<file path="src/rtl/ex_operand_stage_if.sv">
// Bus bundle for the ID/EX operand stage: decoded ID operands, MEM/WB forwarding
// buses and the EX-side operand outputs.
interface ex_operand_stage_if #(
  parameter int unsigned WIDTH  = 32,
  parameter int unsigned REG_AW = 5
) ();
  logic              stall;
  logic              flush;
  logic              id_valid;
  logic [WIDTH-1:0]  id_rs_val;
  logic [WIDTH-1:0]  id_rt_val;
  logic [WIDTH-1:0]  id_imm;
  logic [REG_AW-1:0] id_rs;
  logic [REG_AW-1:0] id_rt;
  logic              id_alu_src;
  logic              mem_we;
  logic [REG_AW-1:0] mem_rd;
  logic [WIDTH-1:0]  mem_val;
  logic              wb_we;
  logic [REG_AW-1:0] wb_rd;
  logic [WIDTH-1:0]  wb_val;
  logic              ex_valid;
  logic [WIDTH-1:0]  op_a;
  logic [WIDTH-1:0]  op_b;
  logic [WIDTH-1:0]  store_data;
  logic [1:0]        fwd_a;
  logic [1:0]        fwd_b;

  modport master (
    output stall, flush, id_valid, id_rs_val, id_rt_val, id_imm, id_rs, id_rt, id_alu_src,
    output mem_we, mem_rd, mem_val, wb_we, wb_rd, wb_val,
    input  ex_valid, op_a, op_b, store_data, fwd_a, fwd_b
  );

  modport slave (
    input  stall, flush, id_valid, id_rs_val, id_rt_val, id_imm, id_rs, id_rt, id_alu_src,
    input  mem_we, mem_rd, mem_val, wb_we, wb_rd, wb_val,
    output ex_valid, op_a, op_b, store_data, fwd_a, fwd_b
  );
endinterface

</file>
<file path="src/rtl/ex_operand_stage.sv">
// ID/EX pipeline register with stall/flush, plus same-cycle MEM/WB operand forwarding
// and ALU operand-B select.
module ex_operand_stage #(
  parameter int unsigned WIDTH  = 32,
  parameter int unsigned REG_AW = 5
) (
  input logic              clk,
  input logic              reset,
  ex_operand_stage_if.slave bus
);

  logic              valid_q,   valid_d;
  logic [WIDTH-1:0]  rs_val_q,  rs_val_d;
  logic [WIDTH-1:0]  rt_val_q,  rt_val_d;
  logic [WIDTH-1:0]  imm_q,     imm_d;
  logic [REG_AW-1:0] rs_q,      rs_d;
  logic [REG_AW-1:0] rt_q,      rt_d;
  logic              alu_src_q, alu_src_d;

  // Flush beats stall; a bubble clears rs/rt so it can never match a forward.
  always_comb begin
    valid_d   = valid_q;
    rs_val_d  = rs_val_q;
    rt_val_d  = rt_val_q;
    imm_d     = imm_q;
    rs_d      = rs_q;
    rt_d      = rt_q;
    alu_src_d = alu_src_q;
    if (bus.flush) begin
      valid_d   = 1'b0;
      rs_val_d  = '0;
      rt_val_d  = '0;
      imm_d     = '0;
      rs_d      = '0;
      rt_d      = '0;
      alu_src_d = 1'b0;
    end else if (!bus.stall) begin
      valid_d   = bus.id_valid;
      rs_val_d  = bus.id_rs_val;
      rt_val_d  = bus.id_rt_val;
      imm_d     = bus.id_imm;
      rs_d      = bus.id_rs;
      rt_d      = bus.id_rt;
      alu_src_d = bus.id_alu_src;
    end
  end

  always_ff @(posedge clk or posedge reset) begin
    if (reset) begin
      valid_q   <= 1'b0;
      rs_val_q  <= '0;
      rt_val_q  <= '0;
      imm_q     <= '0;
      rs_q      <= '0;
      rt_q      <= '0;
      alu_src_q <= 1'b0;
    end else begin
      valid_q   <= valid_d;
      rs_val_q  <= rs_val_d;
      rt_val_q  <= rt_val_d;
      imm_q     <= imm_d;
      rs_q      <= rs_d;
      rt_q      <= rt_d;
      alu_src_q <= alu_src_d;
    end
  end

  logic mem_hit_a, wb_hit_a, mem_hit_b, wb_hit_b;
  logic [WIDTH-1:0] rs_fwd, rt_fwd;

  assign mem_hit_a = bus.mem_we && (bus.mem_rd == rs_q) && (rs_q != '0);
  assign wb_hit_a  = bus.wb_we  && (bus.wb_rd  == rs_q) && (rs_q != '0);
  assign mem_hit_b = bus.mem_we && (bus.mem_rd == rt_q) && (rt_q != '0);
  assign wb_hit_b  = bus.wb_we  && (bus.wb_rd  == rt_q) && (rt_q != '0);

  // MEM holds the younger write, so it wins over WB.
  always_comb begin
    bus.fwd_a = 2'b00;
    rs_fwd    = rs_val_q;
    if (mem_hit_a) begin
      bus.fwd_a = 2'b10;
      rs_fwd    = bus.mem_val;
    end else if (wb_hit_a) begin
      bus.fwd_a = 2'b01;
      rs_fwd    = bus.wb_val;
    end
  end

  always_comb begin
    bus.fwd_b = 2'b00;
    rt_fwd    = rt_val_q;
    if (mem_hit_b) begin
      bus.fwd_b = 2'b10;
      rt_fwd    = bus.mem_val;
    end else if (wb_hit_b) begin
      bus.fwd_b = 2'b01;
      rt_fwd    = bus.wb_val;
    end
  end

  assign bus.ex_valid   = valid_q;
  assign bus.op_a       = rs_fwd;
  assign bus.store_data = rt_fwd;
  assign bus.op_b       = alu_src_q ? imm_q : rt_fwd;

endmodule

</file>
<file path="src/flat_wrapper.sv">
// flat-port wrapper written by rule: the top's interface ports become plain ports
module ex_operand_stage_flat 
#(
  parameter int unsigned WIDTH  = 32,
  parameter int unsigned REG_AW = 5
)
  (clk, reset, bus_stall, bus_flush, bus_id_valid, bus_id_rs_val, bus_id_rt_val, bus_id_imm, bus_id_rs, bus_id_rt, bus_id_alu_src, bus_mem_we, bus_mem_rd, bus_mem_val, bus_wb_we, bus_wb_rd, bus_wb_val, bus_ex_valid, bus_op_a, bus_op_b, bus_store_data, bus_fwd_a, bus_fwd_b);
  ex_operand_stage_if #(.WIDTH(WIDTH), .REG_AW(REG_AW)) bus_i ();
  input logic clk;
  input logic reset;
  input wire logic [$bits(bus_i.stall)-1:0] bus_stall;
  input wire logic [$bits(bus_i.flush)-1:0] bus_flush;
  input wire logic [$bits(bus_i.id_valid)-1:0] bus_id_valid;
  input wire logic [$bits(bus_i.id_rs_val)-1:0] bus_id_rs_val;
  input wire logic [$bits(bus_i.id_rt_val)-1:0] bus_id_rt_val;
  input wire logic [$bits(bus_i.id_imm)-1:0] bus_id_imm;
  input wire logic [$bits(bus_i.id_rs)-1:0] bus_id_rs;
  input wire logic [$bits(bus_i.id_rt)-1:0] bus_id_rt;
  input wire logic [$bits(bus_i.id_alu_src)-1:0] bus_id_alu_src;
  input wire logic [$bits(bus_i.mem_we)-1:0] bus_mem_we;
  input wire logic [$bits(bus_i.mem_rd)-1:0] bus_mem_rd;
  input wire logic [$bits(bus_i.mem_val)-1:0] bus_mem_val;
  input wire logic [$bits(bus_i.wb_we)-1:0] bus_wb_we;
  input wire logic [$bits(bus_i.wb_rd)-1:0] bus_wb_rd;
  input wire logic [$bits(bus_i.wb_val)-1:0] bus_wb_val;
  output wire logic [$bits(bus_i.ex_valid)-1:0] bus_ex_valid;
  output wire logic [$bits(bus_i.op_a)-1:0] bus_op_a;
  output wire logic [$bits(bus_i.op_b)-1:0] bus_op_b;
  output wire logic [$bits(bus_i.store_data)-1:0] bus_store_data;
  output wire logic [$bits(bus_i.fwd_a)-1:0] bus_fwd_a;
  output wire logic [$bits(bus_i.fwd_b)-1:0] bus_fwd_b;
  assign bus_i.stall = bus_stall;
  assign bus_i.flush = bus_flush;
  assign bus_i.id_valid = bus_id_valid;
  assign bus_i.id_rs_val = bus_id_rs_val;
  assign bus_i.id_rt_val = bus_id_rt_val;
  assign bus_i.id_imm = bus_id_imm;
  assign bus_i.id_rs = bus_id_rs;
  assign bus_i.id_rt = bus_id_rt;
  assign bus_i.id_alu_src = bus_id_alu_src;
  assign bus_i.mem_we = bus_mem_we;
  assign bus_i.mem_rd = bus_mem_rd;
  assign bus_i.mem_val = bus_mem_val;
  assign bus_i.wb_we = bus_wb_we;
  assign bus_i.wb_rd = bus_wb_rd;
  assign bus_i.wb_val = bus_wb_val;
  assign bus_ex_valid = bus_i.ex_valid;
  assign bus_op_a = bus_i.op_a;
  assign bus_op_b = bus_i.op_b;
  assign bus_store_data = bus_i.store_data;
  assign bus_fwd_a = bus_i.fwd_a;
  assign bus_fwd_b = bus_i.fwd_b;
  ex_operand_stage #(.WIDTH(WIDTH), .REG_AW(REG_AW)) u_core (.clk(clk), .reset(reset), .bus(bus_i));
endmodule
</file>
<file path="config.mk">
export PLATFORM = sky130hd
export DESIGN_NAME = ex_operand_stage_flat
export DESIGN_NICKNAME = d
export VERILOG_FILES = /design/src/rtl/ex_operand_stage_if.sv /design/src/rtl/ex_operand_stage.sv /design/src/flat_wrapper.sv
export SDC_FILE = /design/constraint.sdc
export NUM_CORES = 1
export LEC_CHECK = 0
export CORE_MARGIN = 10
export CORE_UTILIZATION = 43
export CTS_BUF_LIST = sky130_fd_sc_hd__clkbuf_8 sky130_fd_sc_hd__clkbuf_16
export CTS_CLUSTER_DIAMETER = 80
export CTS_CLUSTER_SIZE = 20
export DETAILED_ROUTE_END_ITERATION = 10
export PLACE_DENSITY = 0.81
export SYNTH_ARGS = -nofsm -noshare
export SYNTH_HDL_FRONTEND = slang
export SYNTH_SLANG_ARGS = --single-unit
export TNS_END_PERCENT = 10
</file>
<file path="constraint.sdc">
create_clock -name clk -period 5.4 [get_ports clk]
set_clock_uncertainty 0.2 [all_clocks]
set_input_delay 1.08 -clock clk [delete_from_list [all_inputs] [get_ports clk]]
set_output_delay 1.08 -clock clk [all_outputs]
set_load 0.02 [all_outputs]
</file>
==> metrics.log <==
[metrics] number of antenna violations at the first check in global routing: 1
[metrics] total via count after detailed routing: 6249
[metrics] fraction of final layout cells sized beyond drive strength 1: 6.83%
[metrics] Max Slew Vio Count: 0
[metrics] CP dominant cell by count: sky130_fd_sc_hd__clkdlybuf4s50_1
[metrics] headroom to the max-slew limit: 35.2%
[metrics] clock buffer depth: 2
[metrics] worst voltage drop across the vdd grid: 0.000195 V
[metrics] number of placed I/O pins: 289
[metrics] FMAX: 195 MHz
[metrics] TritonCTS buffer count: 9
[metrics] register area: 2700 um^2
[metrics] pwr dens: 222 nW/um^2
[metrics] number of buffers added for setup after CTS: 0
[metrics] Mapped Nets: 898
[metrics] GR Util All Layers: 23.5%
[metrics] Cell Area, Placed: 9650 um^2
[metrics] sequential fraction of the synthesis area: 40.5%
[metrics] final WL: 25300 um
[metrics] vias per cell: 5.42
[metrics] Top delay family on crit path: buffers and inverters
[metrics] post-synth design cell area: 6670 um^2
[metrics] remaining routing DRC violations: 0
[metrics] Nets: 1151
[metrics] warning count from the yosys run: 0
[metrics] fin crit period: 5130 ps
[metrics] leading cell type in the layout, fill and taps excluded: sky130_fd_sc_hd__clkdlybuf4s50_1
[metrics] die span in x: 145 um
[metrics] fillcell total: 1257
[metrics] cells along the critical path: clkdlybuf4s50_1 > xnor2_1 > nand4_1 > or3b_2 > buf_12 > a221oi_1 > o31ai_1 > clkdlybuf4s50_1
[metrics] RSZ-0062 raised after global routing: no
[metrics] number of distinct library cells after synthesis: 28
[metrics] leakage power total: 4.20 nW
[metrics] later-pin clock latency in the skew report: 350 ps
[metrics] largest net degree at the start of global routing: 78
[metrics] number of gates resized after CTS: 0
[metrics] Largest stage delay, worst path: 580 ps
[metrics] setup-violating endpoint count in the final report: 0
[metrics] post-route cell area: 9960 um^2
[metrics] number of max-cap violations: 0
[metrics] clock-pin transition on the worst setup and hold timing paths: 70 ps
[metrics] buffers and inverters on the worst path: 3
[metrics] Post-Place Cells: 1140
[metrics] category of the worst setup path launch point: input pin
[metrics] DR iter-0 viols: 422
[metrics] min-delay worst type: reg -> reg
[metrics] number of instances in the synthesized netlist: 710
[metrics] die area: 20900 um^2
[metrics] GRT Residual Overflow: 0
[metrics] syn avg cell area: 9.39 um^2
[metrics] hold-fix buffer count after cts: 0
[metrics] Sinks on Clock Net: 108
[metrics] Starting Density: 43.9%
[metrics] area used by multi-input combinational logic: 3660 um^2
[metrics] endpoint required time on the critical path: 4120 ps
[metrics] vias in the first global route: 6245
[metrics] wire length of the first global-routing pass: 37400 um
[metrics] Routed WL per cell: 21.9 um
[metrics] number of H-tree branching levels: 3
[metrics] slowest stage cell on the critical path: sky130_fd_sc_hd__clkdlybuf4s50_1
[metrics] Design Power: 2.21 mW
[metrics] total negative slack: 0 ps
[metrics] final weighted congestion in routability-driven placement: 0.892
[metrics] CTS Root Cell: sky130_fd_sc_hd__clkbuf_16
[metrics] core region area: 15200 um^2
[metrics] Data arrival, critical path: 3850 ps
[metrics] area added between synthesis and finish: 49.3%
[metrics] Antenna diodes: 0
[metrics] post-route fraction of the period consumed by the critical path: 95.0%
[metrics] worst-margin pin slew: 972 ps
[metrics] antenna-violating nets left: 0
[metrics] outcome: finished clean
[metrics] Max Fanout on Critical Path: 33
[metrics] number of input and output port buffers inserted: 288
[metrics] die height: 145 um
[metrics] row count: 45
[metrics] post-route non-filler standard cell count: 1154
[metrics] Hold Violations, Final: 0
[metrics] Worst Setup Path Type: in -> out
[metrics] synthesized flop and latch total: 108
[metrics] kind of end point of the critical path: output pin
[metrics] most used cells in the layout excluding fill and tap cells: sky130_fd_sc_hd__clkdlybuf4s50_1 (286), sky130_fd_sc_hd__nor2_1 (175), sky130_fd_sc_hd__mux2i_1 (140), sky130_fd_sc_hd__dfrtp_1 (107), sky130_fd_sc_hd__nand2_1 (66)
[metrics] post-detailed-placement half-perimeter wirelength: 18900 um
[metrics] CTS tree: built
[metrics] DR pass1 iterations: 5
-- routing by layer --
metal | track usage, % | share of wire (%) | vias to the layer above
met5 | 0 | 0 | -
met3 | 7.18 | 7.1 | 41
met1 | 28.9 | 41 | 3035
met4 | 8.72 | 2.9 | 0
li1 | - | - | 2962
met2 | 37.8 | 49 | 211
-- metrics by stage --
| step | util (%) | hold slack [ps] | worst slack, ps |
|---|---|---|---|
| after floorplan | - | 289 | 1270 |
| after global placement | 63.5 | 301 | 348 |
| after detailed placement | 63.5 | 314 | 299 |
| after CTS | 65.5 | 332 | 294 |
| after global routing | 65.5 | 350 | 188 |
| final | 65.5 | 327 | 272 |
-- synthesized netlist by cell type --
cell type / n / area (um^2)
sky130_fd_sc_hd__o21ai_1: 4 / 20.0
sky130_fd_sc_hd__nor3_1: 1 / 5.00
sky130_fd_sc_hd__nor2b_1: 1 / 6.26
sky130_fd_sc_hd__nor4_1: 1 / 6.26
sky130_fd_sc_hd__or4_1: 1 / 7.51
sky130_fd_sc_hd__buf_4: 5 / 37.5
sky130_fd_sc_hd__buf_6: 8 / 90.1
sky130_fd_sc_hd__a221oi_2: 29 / 435
sky130_fd_sc_hd__o31ai_1: 32 / 240
sky130_fd_sc_hd__inv_2: 1 / 3.75
sky130_fd_sc_hd__nand4_2: 1 / 12.5
sky130_fd_sc_hd__mux2i_1: 140 / 1400
sky130_fd_sc_hd__xor2_1: 8 / 70.1
sky130_fd_sc_hd__dfrtp_1: 108 / 2700
sky130_fd_sc_hd__o21ai_0: 28 / 140
sky130_fd_sc_hd__buf_2: 10 / 50.1
sky130_fd_sc_hd__inv_1: 1 / 3.75
sky130_fd_sc_hd__nor2_1: 176 / 661
sky130_fd_sc_hd__buf_1: 6 / 22.5
sky130_fd_sc_hd__clkbuf_1: 30 / 113
sky130_fd_sc_hd__and2_1: 32 / 200
sky130_fd_sc_hd__a221oi_1: 3 / 26.3
sky130_fd_sc_hd__or3b_1: 1 / 8.76
sky130_fd_sc_hd__nor4_4: 1 / 21.3
sky130_fd_sc_hd__nand2_1: 66 / 248
sky130_fd_sc_hd__xnor2_1: 12 / 105
sky130_fd_sc_hd__nand4_1: 3 / 18.8
sky130_fd_sc_hd__nor4_2: 1 / 12.5
-- final cells by class --
class                   count  area share (%)
flip-flops and latches    108            27.2
multi-input cells         541            36.8
well taps                 188            2.36
clock inverters             5           0.804
repair buffers            301            30.6
clock buffers               9            2.26
inverters                   2           0.101
-- cells by family (layout without fill, tap and decap cells) --
logic type / count (synthesis) / after routing / share of synthesized area [%]
simple gates: 285 / 285 / 18.1
mux: 140 / 140 / 21.0
flops: 108 / 108 / 40.5
compound gates: 96 / 96 / 12.9
buf+inv: 61 / 317 / 4.80
xor+xnor: 20 / 20 / 2.63
-- sequential cells by signal, indices dropped and copies added, names as in the netlist --
name / flops
u_core.rt_q: 5
u_core.rs_val_q: 32
u_core.alu_src_q: 1
u_core.imm_q: 32
u_core.rs_q: 5
u_core.rt_val_q: 32
u_core.bus.ex_valid: 1
-- tightest hold or removal path: stages (launching register included) --
cell,delay (ps)
sky130_fd_sc_hd__dfrtp_1,350
sky130_fd_sc_hd__mux2i_1,70
sky130_fd_sc_hd__nor2_1,70
-- power by group --
group	switching (mW)	internal, mW
clock network	0.291	0.401
logic	0.290	0.330
registers	0.0421	0.854
-- worst paths after layout --
path,startpoint,depth (start not counted),slack [ps],endpoint
max reg2reg,u_core.alu_src_q$_DFFE_PP0P_,2,3830,u_core.alu_src_q$_DFFE_PP0P_
min,u_core.rs_val_q[0]$_DFFE_PP0P_,2,330,u_core.rs_val_q[0]$_DFFE_PP0P_
min in group asynchronous,reset,2,930,u_core.rs_val_q[20]$_DFFE_PP0P_
max in group asynchronous,reset,3,3160,u_core.rt_val_q[4]$_DFFE_PP0P_
max,bus_wb_rd[0],8,270,bus_op_b[31]
min reg2reg,u_core.rs_val_q[0]$_DFFE_PP0P_,2,330,u_core.rs_val_q[0]$_DFFE_PP0P_
(Power assumes the default switching activity.)
